<file path="src/rtl/cvita_hdr_framer.sv">
// CVITA framer: emits a header word, an optional VITA time word, then the payload stream.
// Generates the length field and the 12-bit sequence number; optional 2-deep output register.
module cvita_hdr_framer #(
   parameter int USE_SEQNUM_IN = 0,
   parameter int OUT_REG       = 1
) (
   input  logic        clk,
   input  logic        reset,
   input  logic        clear,
   input  logic [1:0]  i_hdr_pkt_type,
   input  logic        i_hdr_eob,
   input  logic        i_hdr_has_time,
   input  logic [11:0] i_hdr_seqnum,
   input  logic [15:0] i_hdr_payload_length,
   input  logic [15:0] i_hdr_src_sid,
   input  logic [15:0] i_hdr_dst_sid,
   input  logic [63:0] i_hdr_vita_time,
   input  logic        i_hdr_tvalid,
   output logic        i_hdr_tready,
   input  logic [63:0] i_tdata,
   input  logic        i_tlast,
   input  logic        i_tvalid,
   output logic        i_tready,
   output logic [63:0] o_tdata,
   output logic        o_tlast,
   output logic        o_tvalid,
   input  logic        o_tready,
   output logic        len_err,
   output logic [1:0]  dbg_state_o
);

   // Every channel transfers exactly on a cycle where valid and ready are both high; a source
   // never drops valid or changes data while waiting, and valid never depends on ready.

   localparam logic [1:0] ST_IDLE    = 2'd0;
   localparam logic [1:0] ST_HDR     = 2'd1;
   localparam logic [1:0] ST_TIME    = 2'd2;
   localparam logic [1:0] ST_PAYLOAD = 2'd3;

   logic        rst;
   logic [1:0]  state_q, state_d;
   logic [1:0]  pkt_type_q;
   logic        eob_q, has_time_q;
   logic [11:0] seqnum_q, seq_cnt_q, hdr_seq;
   logic [15:0] length_q, src_sid_q, dst_sid_q;
   logic [63:0] vita_time_q;
   logic [13:0] beats_q;
   logic [15:0] beat_cnt_q;
   logic        len_err_q;
   logic [16:0] plen_rnd;
   logic        hdr_accept, pay_fire, hdr_fire;

   logic        pre_tvalid, pre_tready, pre_tlast;
   logic [63:0] pre_tdata;

   assign rst          = reset | clear;
   assign i_hdr_tready = (state_q == ST_IDLE);
   assign hdr_accept   = i_hdr_tvalid & i_hdr_tready;
   assign pay_fire     = i_tvalid & i_tready;
   assign hdr_fire     = (state_q == ST_HDR) & pre_tready;
   assign plen_rnd     = {1'b0, i_hdr_payload_length} + 17'd7;
   assign hdr_seq      = (USE_SEQNUM_IN != 0) ? i_hdr_seqnum : seq_cnt_q;
   assign len_err      = len_err_q;
   assign dbg_state_o  = state_q;

   always_comb begin
      state_d    = state_q;
      pre_tvalid = 1'b0;
      pre_tdata  = '0;
      pre_tlast  = 1'b0;
      i_tready   = 1'b0;
      case (state_q)
         ST_IDLE: begin
            if (i_hdr_tvalid) state_d = ST_HDR;
         end
         ST_HDR: begin
            pre_tvalid = 1'b1;
            pre_tdata  = {pkt_type_q, has_time_q, eob_q, seqnum_q, length_q, src_sid_q, dst_sid_q};
            pre_tlast  = ~has_time_q & (beats_q == '0);
            if (pre_tready) begin
               if (has_time_q)          state_d = ST_TIME;
               else if (beats_q != '0)  state_d = ST_PAYLOAD;
               else                     state_d = ST_IDLE;
            end
         end
         ST_TIME: begin
            pre_tvalid = 1'b1;
            pre_tdata  = vita_time_q;
            pre_tlast  = (beats_q == '0);
            if (pre_tready) state_d = (beats_q != '0) ? ST_PAYLOAD : ST_IDLE;
         end
         ST_PAYLOAD: begin
            pre_tvalid = i_tvalid;
            pre_tdata  = i_tdata;
            pre_tlast  = i_tlast;
            i_tready   = pre_tready;
            if (i_tvalid & pre_tready & i_tlast) state_d = ST_IDLE;
         end
         default: state_d = ST_IDLE;
      endcase
   end

   always_ff @(posedge clk) begin
      if (rst) begin
         state_q     <= ST_IDLE;
         pkt_type_q  <= '0;
         eob_q       <= 1'b0;
         has_time_q  <= 1'b0;
         seqnum_q    <= '0;
         seq_cnt_q   <= '0;
         length_q    <= '0;
         src_sid_q   <= '0;
         dst_sid_q   <= '0;
         vita_time_q <= '0;
         beats_q     <= '0;
         beat_cnt_q  <= '0;
         len_err_q   <= 1'b0;
      end else begin
         state_q   <= state_d;
         len_err_q <= 1'b0;
         if (hdr_accept) begin
            pkt_type_q  <= i_hdr_pkt_type;
            eob_q       <= i_hdr_eob;
            has_time_q  <= i_hdr_has_time;
            seqnum_q    <= hdr_seq;
            length_q    <= i_hdr_payload_length + (i_hdr_has_time ? 16'd16 : 16'd8);
            src_sid_q   <= i_hdr_src_sid;
            dst_sid_q   <= i_hdr_dst_sid;
            vita_time_q <= i_hdr_vita_time;
            beats_q     <= plen_rnd[16:3];
            beat_cnt_q  <= '0;
         end
         if (hdr_fire) seq_cnt_q <= seq_cnt_q + 12'd1;
         // The beat count compared includes the terminating beat itself.
         if (pay_fire) begin
            if (i_tlast) begin
               beat_cnt_q <= '0;
               len_err_q  <= ((beat_cnt_q + 16'd1) != {2'b00, beats_q});
            end else begin
               beat_cnt_q <= beat_cnt_q + 16'd1;
            end
         end
      end
   end

   if (OUT_REG != 0) begin : g_out_reg
      logic [64:0] buf_q [2];
      logic        wr_ptr_q, rd_ptr_q;
      logic [1:0]  count_q;
      logic        push, pop;

      assign pre_tready        = (count_q != 2'd2);
      assign push              = pre_tvalid & pre_tready;
      assign pop               = (count_q != 2'd0) & o_tready;
      assign o_tvalid          = (count_q != 2'd0);
      assign {o_tlast, o_tdata} = buf_q[rd_ptr_q];

      always_ff @(posedge clk) begin
         if (rst) begin
            buf_q[0] <= '0;
            buf_q[1] <= '0;
            wr_ptr_q <= 1'b0;
            rd_ptr_q <= 1'b0;
            count_q  <= 2'd0;
         end else begin
            if (push) begin
               buf_q[wr_ptr_q] <= {pre_tlast, pre_tdata};
               wr_ptr_q        <= ~wr_ptr_q;
            end
            if (pop) rd_ptr_q <= ~rd_ptr_q;
            count_q <= count_q + {1'b0, push} - {1'b0, pop};
         end
      end
   end else begin : g_out_comb
      assign pre_tready = o_tready;
      assign o_tvalid   = pre_tvalid;
      assign o_tdata    = pre_tdata;
      assign o_tlast    = pre_tlast;
   end

endmodule

</file>
<file path="config.mk">
export PLATFORM = sky130hd
export DESIGN_NAME = cvita_hdr_framer
export DESIGN_NICKNAME = d
export VERILOG_FILES = /design/src/rtl/cvita_hdr_framer.sv
export SDC_FILE = /design/constraint.sdc
export NUM_CORES = 1
export LEC_CHECK = 0
export ABC_CLOCK_PERIOD_IN_PS = 7590
export BUFFER_PORTS_ARGS = -buffer_cell sky130_fd_sc_hd__buf_2
export CAP_MARGIN = 20
export CORE_ASPECT_RATIO = 0.6
export CORE_UTILIZATION = 55
export DETAILED_ROUTE_END_ITERATION = 7
export GPL_ROUTABILITY_DRIVEN = 1
export HOLD_SLACK_MARGIN = 0.12
export PLACE_DENSITY = 0.85
export SLEW_MARGIN = 20
export SYNTH_ARGS = -nofsm -noshare
export SYNTH_HDL_FRONTEND = slang
export SYNTH_SLANG_ARGS = --single-unit
</file>
<file path="constraint.sdc">
create_clock -name clk -period 7.59 [get_ports clk]
set_clock_uncertainty 0.05 [all_clocks]
set_input_delay 0.3795 -clock clk [delete_from_list [all_inputs] [get_ports clk]]
set_output_delay 0.3795 -clock clk [all_outputs]
set_load 0.02 [all_outputs]
</file>
== After elaboration in Yosys (flattened, before gate mapping) ==
Memories as Yosys holds them, arrays and structs flattened. A register that Yosys moved wholly into a read port is not among the register bits.
Index checks and enable logic that the tools add are counted.

* $add $sub $neg: 6
* Equality and inequality tests: 9
* Multiplexer cells: 25
* Bitwise gates (word level): 14
* Reduce and logical (&&, ||, !) cells: 9

{| class="wikitable"
|+ Operator list
! operator !! number
|-
| $pmux 64 s3 || 1
|-
| $mux 65 || 1
|-
| $reduce_or 65->1 || 1
|-
| $mux 16 || 3
|-
| $add 16x3->17 const B || 1
|-
| $add 16x1->16 const B || 1
|-
| $add 16x5->16 || 1
|-
| $ne 16x14->1 || 1
|-
| $logic_not 14->1 || 1
|-
| $reduce_bool 14->1 || 1
|-
| $add 12x1->12 const B || 1
|-
| $mux 2 || 6
|-
| $mux 1 || 10
|-
| $ne 2x2->1 const B || 5
|-
| $and 1x1->1 || 8
|-
| $pmux 2 s4 || 1
|-
| $mux 5 || 1
|-
| $not 1->1 || 5
|-
| $eq 2x2->1 const B || 2
|-
| $reduce_and 4->1 || 1
|-
| $reduce_bool 2->1 || 2
|-
| $pmux 1 s3 || 1
|-
| $reduce_or 3->1 || 1
|-
| $add 2x1->2 || 1
|-
| other kinds (6) || 6
|}

* Bits in registers: 177
* RAM bits: 130
* Output and inout port bits: 71
* Memories kept: 1

{| class="wikitable"
|+ Memories
! memory !! depth !! width !! read ports !! clocked after memory_dff !! write ports !! RTL line !! RTL
|-
| g_out_reg.buf_q || 2 || 65 || 1 || 1 || 2 || 147 || <nowiki>logic [64:0] buf_q [2];</nowiki>
|}

== Depth between registers and ports, before layout ==
* Depth after elaboration: 9
* Gate-level depth with buffers: 11

== Least setup slack after synthesis ==
OpenSTA, ideal clock, no wires.

* Path kind: flip-flop to flip-flop
* Start point: register state_q[0] (netlist: dbg_state_o[0])
* End point: memory g_out_reg.buf_q[0][0] (enable)
* Library setup time: 578 ps
* Arrival time: 5865 ps
* Data required time: 6962 ps
* Path slack: 1097 ps
* Stages on the path, launching flop included: 6
* Path buffers: 0
* Period minus slack after synthesis: 6493 ps
* Cells stage by stage: dfxtp_1 > inv_1 > ha_1 > nor3_2 > inv_1 > o21ai_0

{| class="wikitable"
|+ RTL lines
! element !! RTL line !! RTL
|-
| start, declared || 41 || <nowiki>logic [1:0] state_q, state_d;</nowiki>
|-
| start signal, assigned || 119 || <nowiki>state_q <= state_d;</nowiki>
|-
| end, declared || 147 ||
|}

==> summary.md <==
| Metric | Value |
|---|---|
| Status | `complete, but fails checks` |
| Failing checks | `DRC` |
| H-tree Lvls | `1` |
| Predominant post-synthesis flop cell | `dfxtp_1` |
| Crit start category | `register` |
| Layout fillers | `1664` |
| EDFF count, synth | `130` |
| Worst skew pair latency | `0.55 ns` |
| CP Class | `reg2reg` |
| Commonest cells after routing, fill and taps aside | `buf_2, nand2_1, nor2_1, dfxtp_1, a21oi_1` |
| Post-Syn Instances | `1413` |
| Root buf cell | `clkbuf_16` |
| Detailed Route WL | `40100 um` |
| Final min period | `4.21 ns` |
| CTS Buffer Depth | `3` |
| Final Instance Area | `0.0171 mm^2` |
| Avg Vias per Cell | `5.94` |
| Final Cycle Share | `0.554` |
| Worst Tran Pin Value | `1.06 ns` |
| Worst r2r path cells | `6` |
| Seq cells post-synth | `308` |
| Syn Nets | `1623` |
| Max incr delay on CP | `1.09 ns` |
| GRT Total Usage | `0.305` |
| DR WL/cell | `19.4 um` |
| VDD IR max | `0.000159 V` |
| CTS tree | `yes` |
| Hold-fix buffer count after cts | `112` |
| Area Growth Syn to Fin | `26.0%` |
| Placer Congestion | `0.887` |
| Synth cell types | `47` |
| Starting DRT DRC Count | `1589` |
| Synthesized area per cell | `9.60 um^2` |
| Logic pwr share | `0.092` |
| Sequential share of the synthesized area | `0.550` |
| PwrDens | `212 mW/mm^2` |
| First-pass GRT wire length | `60600 um` |
| Sequential power share | `0.496` |
| Hold Crit Class | `in2reg` |
| Internal | `2.76 mW` |
| Io pins | `270` |
| Via count | `12200` |
| Resized Gates After CTS | `0` |
| Commonest non-fill, non-tap cell in the layout | `buf_2` |
| Final Util | `0.707` |
| Reg-to-Reg Start | `dbg_state_o[1]` |
| RSZ-0062 raised after global routing | `false` |
| Die footprint | `0.0253 mm^2` |
| Dpl hpwl | `22200 um` |
| Leak | `6.48 nW` |
| Fraction of registers with async set/reset | `0` |
| Sink Count | `308` |
| Synth warn | `0` |
| Net switching power | `0.867 mW` |
| Buffers on Ports | `257` |
| Worst path slowest cell | `nand2_4` |
| Total core area | `0.0242 mm^2` |
| Post-DRT Antenna Nets | `0` |
| Hold Slack | `0.137 ns` |
| Placed inst area | `0.0150 mm^2` |
| Register area | `0.00747 mm^2` |
| Switching Share | `0.239` |
| Cell Area, Synth | `0.0136 mm^2` |
| Clock transition at path regs | `0.07 ns` |
| Worst EP required | `7.71 ns` |
| Grt ovf | `0` |
| Largest net degree at the start of global routing | `91` |
| Vias in the first global route | `11700` |
| Clock Power Share | `0.411` |
| Final hold vios | `0` |
| Multi-input gate area | `0.00570 mm^2` |
| Nets | `1926` |
| Worst setup path endpoint | `g_out_reg.buf_q[1][50]` |
| Pre-antenna DRT Iters | `8` |
| Max-slew violations | `0` |
| Final setup fails | `0` |
| Total CTS buffers | `28` |
| Crit end category | `register` |
| Worst R2R End | `g_out_reg.buf_q[1][50]` |
| Residual DRC | `4` |
| Worst R2R Setup Slack | `3.38 ns` |
| Crit-path max FO | `69` |
| F_max | `238 MHz` |
| Starting density of the core | `0.561` |
| Fin Setup TNS | `0 ns` |
| Cell Rows | `44` |
| Antenna violations before repair | `2` |
| Rel. slew slack | `0.290` |
| Critical path arrival | `4.32 ns` |
| Die Ht | `124 um` |
| Die X | `205 um` |
| Crit-path cells | `ha_2, buf_4, a21oi_1, nor3_2, nand3_4, nand2_4` |
| Crit path launch | `dbg_state_o[1]` |
| Post-CTS setup buffers | `0` |
| Max cap viols | `0` |
| Share of layout cells above drive strength 1 | `0.249` |
## layer usage
metal | routed length [um] | global-route usage | part of all wire | vias up
li1 | - | - | - | 5597
met5 | 0 | 0 | 0 | -
met1 | 15900 | 0.399 | 0.40 | 5731
met2 | 18200 | 0.494 | 0.46 | 763
met3 | 4260 | 0.0727 | 0.11 | 153
met4 | 1610 | 0.118 | 0.040 | 0
## state kept, by name, summed over array words and instances (netlist names), named ones only
register / count
hdr_seq: 12
beats_q: 14
g_out_reg.count_q: 2
vita_time_q: 64
length_q: 16
g_out_reg.buf_q: 130
src_sid_q: 16
pkt_type_q: 2
seqnum_q: 12
g_out_reg.rd_ptr_q: 1
len_err: 1
has_time_q: 1
g_out_reg.wr_ptr_q: 1
dst_sid_q: 16
eob_q: 1
beat_cnt_q: 16
dbg_state_o: 2
## area by class of cell
type	count	share of cell area
Sequential cell	308	0.437
Tap cell	322	0.0236
Antenna cell	2	0.000293
Timing Repair Buffer	379	0.146
Clock buffer	40	0.0496
Inverter	11	0.00242
Multi-Input combinational cell	988	0.334
Clock inverter	12	0.00710
## Yosys cell counts (all sizes together) (9+ instances only)
cell | count | share of area
or3 | 12 | 0.0055
xnor2 | 30 | 0.019
nand2 | 257 | 0.071
edfxtp | 130 | 0.29
dfxtp | 178 | 0.26
nor2 | 196 | 0.054
a222oi | 64 | 0.047
a211oi | 19 | 0.011
inv | 11 | 0.0030
nand4 | 9 | 0.0041
nor3 | 11 | 0.0044
a21oi | 150 | 0.055
ha | 10 | 0.0092
xor2 | 20 | 0.013
o21ai | 24 | 0.0089
mux2 | 65 | 0.054
clkbuf | 89 | 0.025
buf | 17 | 0.0056
or2 | 38 | 0.018
nand3 | 24 | 0.0096
## critical path: cells and delay by family (launching register included)
kind | cells | cell delay (ns)
buffers and inverters | 1 | 0.71
and+or+nand+nor | 3 | 2.20
AOI/OAI and AO/OA | 1 | 0.20
adders and majority gates | 1 | 0.20
DFF | 1 | 0.42
## cells by family (layout without fill, tap and decap cells)
family,after synthesis,in the layout,share of synthesized area
simple gates,586,586,0.186
flops,308,308,0.550
compound gates,274,274,0.132
buf+inv,117,442,0.0333
mux,67,67,0.0554
xor+xnor,50,50,0.0323
fa+ha+maj,11,11,0.0107
other cells,0,2,0
## how the worst min path moves through the flow
stage | slack (ns) | from | to | depth (start not counted)
2_1_floorplan | 0.39 | vita_time_q[32] | vita_time_q[32] | 2
3_3_place_gp | 0.39 | vita_time_q[14] | vita_time_q[14] | 2
3_5_place_dp | 0.40 | vita_time_q[16] | vita_time_q[16] | 2
4_1_cts | 0.12 | i_tdata[10] | g_out_reg.buf_q[1][10] | 3
5_1_grt | 0.13 | i_hdr_eob | eob_q | 3
6_report | 0.14 | i_tdata[43] | g_out_reg.buf_q[0][43] | 3
## power groups by stage
stage          sequential (mW)  clock, mW  combinational (mW)
6_report                  1.80       1.49               0.336
5_1_grt                   1.81       1.56               0.359
4_1_cts                   1.80       1.49               0.322
3_5_place_dp              1.84          0               0.275
3_3_place_gp              1.83          0               0.270
2_1_floorplan             1.83          0               0.162
## through the flow
stage | std cells | setup WS (ns) | power (mW)
floorplan | 1413 | 1.10 | 1.99
finish | 2062 | 3.38 | 3.63
detailed placement | 1895 | 3.44 | 2.11
global placement | 1895 | 3.55 | 2.10
global route | 2062 | 3.19 | 3.73
CTS | 2059 | 3.41 | 3.61
Power figures use the tool's default switching activity.
